$ cat src/rtl/qfmt_pkg.sv
// Shared Q-format definitions. The two's-complement encoder and the
// sign-magnitude converter both import this package.
`timescale 1ns/1ps

package qfmt_pkg;

   // Default sign-magnitude word width: sign bit plus N-1 magnitude bits.
   localparam int unsigned QFMT_N = 32;

   // Default number of fractional bits. The value only labels the format;
   // nothing in the datapath rescales by it.
   localparam int unsigned QFMT_Q = 15;

   // Largest magnitude that an n-bit sign-magnitude word can hold (2^(n-1)-1).
   // Valid for n up to 64.
   function automatic logic [63:0] qfmt_sat_mag(input int unsigned n);
      return (64'd1 << (n - 1)) - 64'd1;
   endfunction

   // Saturation magnitude for the default format.
   localparam logic [63:0] QFMT_SAT_MAG = qfmt_sat_mag(QFMT_N);

endpackage

$ cat src/rtl/qtwos_abs.sv
// Combinational absolute value of a two's-complement word. Returns the sign
// and a magnitude as wide as the input. The magnitude is wide enough that the
// most negative input yields 2^(W-1) instead of wrapping.
`timescale 1ns/1ps

module qtwos_abs #(
   parameter int unsigned W = 64
) (
   input  logic [W-1:0] din,
   output logic         sign,
   output logic [W-1:0] mag
);

   assign sign = din[W-1];

   // For negative inputs, negating with ~x+1 gives 2^(W-1) when x is the most
   // negative value. Read as unsigned, that result is exactly |x|.
   assign mag = sign ? (~din + {{(W-1){1'b0}}, 1'b1}) : din;

endmodule

$ cat src/rtl/qtwos_to_signmag.sv
// Two-stage converter from 2N-bit two's-complement Q-format to N-bit
// sign-magnitude Q-format, with saturation.
// Stage 1 registers the sign and the full-width magnitude.
// Stage 2 saturates the magnitude into N-1 bits and drives the output.
// Both ends use a valid/ready handshake.
// ovf_count counts the saturated words delivered downstream.
`timescale 1ns/1ps

module qtwos_to_signmag
   import qfmt_pkg::*;
#(
   parameter int unsigned N = QFMT_N,
   parameter int unsigned Q = QFMT_Q
) (
   input  logic           clk,
   input  logic           rst_n,
   input  logic [2*N-1:0] in_data,
   input  logic           in_valid,
   output logic           in_ready,
   output logic [N-1:0]   out_data,
   output logic           out_ovf,
   output logic           out_valid,
   input  logic           out_ready,
   output logic [15:0]    ovf_count,
   input  logic           ovf_clr
);

   // The default format takes the shared constant that the encoder also uses.
   localparam logic [63:0]  SAT_FULL = (N == QFMT_N) ? QFMT_SAT_MAG : qfmt_sat_mag(N);
   localparam logic [N-2:0] MAG_MAX  = SAT_FULL[N-2:0];

   // The fractional-bit count cannot exceed the number of magnitude bits.
   if (Q > N - 1) begin : g_q_check
      $error("qtwos_to_signmag: Q exceeds the number of magnitude bits");
   end

   logic           abs_sign;
   logic [2*N-1:0] abs_mag;

   logic           s1_valid;
   logic           s1_sign;
   logic [2*N-1:0] s1_mag;
   logic           s2_valid;

   logic           s1_advance;
   logic           s1_load;
   logic           s2_advance;

   logic [N-1:0]   sat_data;
   logic           sat_ovf;
   logic           ovf_xfer;

   qtwos_abs #(.W(2*N)) u_abs (
      .din  (in_data),
      .sign (abs_sign),
      .mag  (abs_mag)
   );

   // Each stage moves forward when it is empty or its successor is moving.
   assign s2_advance = !s2_valid || out_ready;
   assign s1_advance = s1_valid && s2_advance;
   assign s1_load    = !s1_valid || s1_advance;

   // Reset is gated in so that in_ready reads 0 while the block is held in reset.
   assign in_ready   = rst_n && s1_load;
   assign out_valid  = s2_valid;
   assign ovf_xfer   = s2_valid && out_ready && out_ovf;

   // Stage 1: capture the sign and the full-width magnitude of each accepted word.
   always_ff @(posedge clk or negedge rst_n) begin
      if (!rst_n) begin
         // NOTE: state updates use <= so that every flop samples pre-edge values.
         s1_valid <= 1'b0;
         s1_sign  <= 1'b0;
         s1_mag   <= '0;
      end else if (s1_load) begin
         s1_valid <= in_valid;
         if (in_valid) begin
            s1_sign <= abs_sign;
            s1_mag  <= abs_mag;
         end
      end
   end

   // Saturate the magnitude into N-1 bits. A zero magnitude is always positive.
   always_comb begin
      // NOTE: every output gets a default first so that no path leaves one unassigned (no latch).
      sat_data        = '0;
      sat_ovf         = |s1_mag[2*N-1:N-1];
      sat_data[N-1]   = s1_sign && (s1_mag != '0);
      sat_data[N-2:0] = sat_ovf ? MAG_MAX : s1_mag[N-2:0];
   end

   // Stage 2: output register. It holds its value while downstream stalls.
   always_ff @(posedge clk or negedge rst_n) begin
      if (!rst_n) begin
         s2_valid <= 1'b0;
         out_data <= '0;
         out_ovf  <= 1'b0;
      end else if (s2_advance) begin
         s2_valid <= s1_valid;
         if (s1_valid) begin
            out_data <= sat_data;
            out_ovf  <= sat_ovf;
         end
      end
   end

   // Count saturated words as they are delivered. The count sticks at all-ones.
   // A clear in the same cycle as an overflow transfer leaves the count at 1.
   always_ff @(posedge clk or negedge rst_n) begin
      if (!rst_n) begin
         ovf_count <= '0;
      end else if (ovf_clr) begin
         ovf_count <= ovf_xfer ? 16'd1 : 16'd0;
      end else if (ovf_xfer && (ovf_count != 16'hFFFF)) begin
         ovf_count <= ovf_count + 16'd1;
      end
   end

endmodule

$ cat config.mk
export PLATFORM = sky130hd
export DESIGN_NAME = qtwos_to_signmag
export DESIGN_NICKNAME = d
export VERILOG_FILES = /design/src/rtl/qfmt_pkg.sv /design/src/rtl/qtwos_abs.sv /design/src/rtl/qtwos_to_signmag.sv
export SDC_FILE = /design/constraint.sdc
export NUM_CORES = 1
export LEC_CHECK = 0
export CAP_MARGIN = 20
export CELL_PAD_IN_SITES_DETAIL_PLACEMENT = 2
export CELL_PAD_IN_SITES_GLOBAL_PLACEMENT = 2
export CORE_ASPECT_RATIO = 1.1
export CORE_UTILIZATION = 30
export DETAILED_ROUTE_END_ITERATION = 6
export PLACE_DENSITY = 0.88
export SLEW_MARGIN = 20
export SYNTH_ARGS = -nofsm -noshare
export SYNTH_HDL_FRONTEND = slang
export SYNTH_HIERARCHICAL = 1
export SYNTH_SLANG_ARGS = --single-unit
$ cat constraint.sdc
create_clock -name clk -period 1.8 [get_ports clk]
set_clock_uncertainty 0.05 [all_clocks]
set_input_delay 0.18 -clock clk [delete_from_list [all_inputs] [get_ports clk]]
set_output_delay 0.18 -clock clk [all_outputs]
set_load 0.005 [all_outputs]
==> impl_metrics.py <==
metrics = {
    "pwr": {
        "ir_drop_mv": 0.771,
        "power_density_mw_per_mm2": 754,
        "leakage_nw": 5.04,
    },
    "run_status": {
        "status": "finished with violations",
        "violations": "negative setup slack",
    },
    "clocking": {
        "numCtsBuffers": 17,
        "clock_latency_ns": 0.46,
        "cts_tree": "done",
        "cts_htree_levels": 4,
        "path_clk_slew_ns": 0.06,
        "cts_root_buffer": "clkbuf_16",
        "clock-sinks": 116,
        "cts_buffer_depth": 2,
    },
    "synth": {
        "yosys_warnings": 6,
        "ys_seq_elements": 116,
        "synthXorXnorAreaFrac_pct": 8.51,
        "synth-main-ff-cell": "dfrtp_1",
        "post-synth-top-area-fraction_pct": 46.3,
        "synth.avg_cell_area_sq_um": 11.0,
        "synth_top_area_cell": "dfrtp_1",
        "synth_nets": 642,
        "syn_area_sq_mm": 0.00627,
        "ys_seq_area_share_pct": 46.3,
        "synth-edff-count": 0,
        "synth_fa_ha_area_share_pct": 0.399,
        "synth_compound_area_share_pct": 12.4,
        "synth_mux_area_share_pct": 12.4,
        "netlist_instances": 571,
        "synth_top_family_by_area": "simple AND/OR/NAND/NOR gates",
        "yosys.area_share.simple_pct": 17.5,
        "synth.area.top_cells": "dfrtp_1 46%, mux2_1 12%, xnor2_1 8.5%",
        "synth-async-reset-ratio_pct": 100,
        "synth.distinct_cells": 46,
    },
    "global_routing": {
        "grt_use_total_pct": 37.4,
        "antenna_found_initial": 2,
        "grt_pass1_wl_mm": 57.2,
        "grt_max_degree": 68,
        "grt_pass1_vias": 7898,
        "grt-ovfl-total": 0,
    },
    "worst_setup_path": {
        "crit_cells": 10,
        "cp_slowest_cell": "or3_4",
        "r2r-start": "s1_mag[58]",
        "worst_setup_path_start_kind": "input pin",
        "cp_num_buf_inv": 4,
        "worstSetupEndpointType": "flop",
        "r2r_setup_slack_ns": -0.56,
        "worstSetupPathType": "in2reg",
        "crit_path_end": "s1_mag[59]",
        "startpoint": "in_data[23]",
        "rr_worst_depth": 5,
        "arrival_ns": 2.72,
        "path_cells": "clkdlybuf4s15_1, or3_4, nor4b_4, buf_6, buf_4, nand4_4, buf_12, o41ai_4, xnor2_1, mux2_4",
        "cpPeakStageDelay_ns": 0.45,
        "worstPathRequired_ns": 2.09,
        "path_max_fanout": 5,
        "timing.rr.end": "out_data[16]",
        "crit_family": "simple AND/OR/NAND/NOR gates",
    },
    "sta": {
        "maxSlewViolCount": 0,
        "hold_violations": 0,
        "tns_ns": -35.75,
        "finalSetupViolCount": 104,
        "fmax_mhz": 411,
        "min_period_ns": 2.43,
        "tightest_slew_ns": 0.983,
        "rsz0062_at_grt": "yes",
        "holdWs_ns": 0.184,
        "slew_headroom_pct": 34.5,
        "fin_ws_ns": -0.635,
        "period_share_pct": 135,
    },
    "floorplanning": {
        "core_area_sq_mm": 0.0205,
        "start_util_pct": 30.6,
        "num_rows": 55,
        "ios": 120,
        "die-area_sq_mm": 0.0215,
        "die_h_um": 154,
        "die_x_um": 140,
    },
    "drt": {
        "wl_mm": 46.7,
        "vias": 7254,
        "viasPerCell": 6.14,
        "wl_per_cell_um": 39.6,
        "drtAntennaViolNets": 0,
        "drt-pass1-iter-count": 5,
        "drc_errors": 0,
        "drt_iter0_markers": 456,
    },
    "job": {
        "drv_cap": 0,
    },
    "worst_hold_path": {
        "hold_path_class": "in2reg",
        "hold_start": "in_data[6]",
    },
    "finish": {
        "drive_above_1_share_pct": 58.2,
        "syn2layout_area_growth_pct": 92.0,
        "nNetsFinal": 981,
    },
    "placed_design": {
        "hpwl_mm": 20.6,
        "port_buffers": 119,
        "gp_congestion": 0.836,
    },
}
## placed cells by master, fill, tap and decap left out, types with 6 or more instances in the layout
cell,count
nand3_4,6
dlygate4sd2_1,21
buf_12,10
buf_6,59
clkbuf_16,19
buf_4,171
xnor2_2,27
nor4_2,8
nand2b_1,8
nand2_1,14
nand2_4,13
o31ai_4,19
xnor2_1,32
inv_6,8
or4_4,19
nor4_1,9
mux2_4,52
or3_4,11
a21oi_2,8
o21ai_4,11
nand4_1,12
o41ai_4,9
mux2_1,16
buf_2,9
o22a_1,30
o31ai_1,7
clkdlybuf4s50_1,64
dfrtp_2,8
nor4_4,12
dfrtp_1,108
nor2_1,14
## cell type report
class | count | area (sq um)
fillers | 1858 | 8460
multi-input cells | 416 | 4970
well taps | 256 | 320
inverters | 5 | 21.3
clock inverters | 15 | 143
flip-flops and latches | 116 | 2910
repair buffers | 354 | 3260
clock buffers | 17 | 425
diodes | 2 | 5.00
## Yosys cell counts (all sizes together), types with 2 or more instances
library cell,n
a21oi,11
nand4,16
clkbuf,21
nor3b,2
o31ai,28
mux2,68
or4,21
o41ai,11
nor2b,4
o22a,31
and3,2
or3,12
ha,2
nand2b,8
nand3,12
nor4b,2
nand2,32
dfrtp,116
or2,3
xnor2,61
nor2,18
buf,13
nor3,8
o21ai,18
nor4,29
nand3b,3
inv,5
and2,5
## per-layer routing
layer	part of all wire (%)	global-route usage, %
met3	5.7	8.47
met5	0	0
met4	9.5	28.0
met2	50	66.2
met1	35	38.7
## flip-flops by register name, indices dropped and copies added, names as in the netlist
register,count
s1_valid,1
ovf_count,16
out_data,32
s1_sign,1
out_ovf,1
s1_mag,64
out_valid,1
## worst reg2reg max path, stage by stage, from the launching register on
cell and delay, ns:
dfrtp_1 0.47, nor3_1 0.43, nand3_2 0.24, or4_4 0.55
buf_12 0.19, o22a_1 0.30
## how the worst min path moves through the flow
stage	end	cells after the start
2_1_floorplan	out_data[0]	0
3_3_place_gp	s1_sign	2
3_5_place_dp	s1_mag[55]	2
4_1_cts	s1_mag[11]	4
5_1_grt	s1_mag[6]	4
6_report	s1_mag[6]	4
## metrics by stage
| stage | total power [mW] | std cells | setup slack, ns | cell area [sq um] | utilization [%] |
|---|---|---|---|---|---|
| 2_1_floorplan | 3.73 | 571 | -0.576 | 6480 | - |
| 3_3_place_gp | 4.39 | 1053 | -1.13 | 8960 | 43.7 |
| 3_5_place_dp | 4.60 | 1053 | -1.30 | 8960 | 43.7 |
| 4_1_cts | 8.38 | 1135 | -0.374 | 11000 | 53.6 |
| 5_1_grt | 9.23 | 1180 | -0.574 | 12000 | 58.7 |
| 6_report | 9.09 | 1181 | -0.635 | 12100 | 58.8 |
## report_power, final
part           switching [mW]  internal [mW]  leakage, nW
sequential              0.469           2.91         1.28
clock                    1.68           1.93        0.265
combinational            1.05           1.05         3.50
total                    3.20           5.89         5.04
## what timing repair did
item / CTS / global route
hold endpoints to repair: 50 / 0
pin swaps: 90 / 84
hold buffers: 2 / 0
resized for setup: 347 / 144
gates cloned: 0 / 3
setup buffers: 49 / 51
setup endpoints to repair: 97 / 116
## cells by family (layout without fill, tap and decap cells)
logic type               Yosys count  in the layout
buffers and inverters             39            391
other                              0              2
AND/OR/NAND/NOR                  180            180
adder cells (fa/ha/maj)            2              2
AO/OA/AOI/OAI                    104            104
XOR/XNOR                          61             61
flip-flops                       116            116
multiplexers                      69             69
No activity file was read; power rests on OpenSTA's default activity.
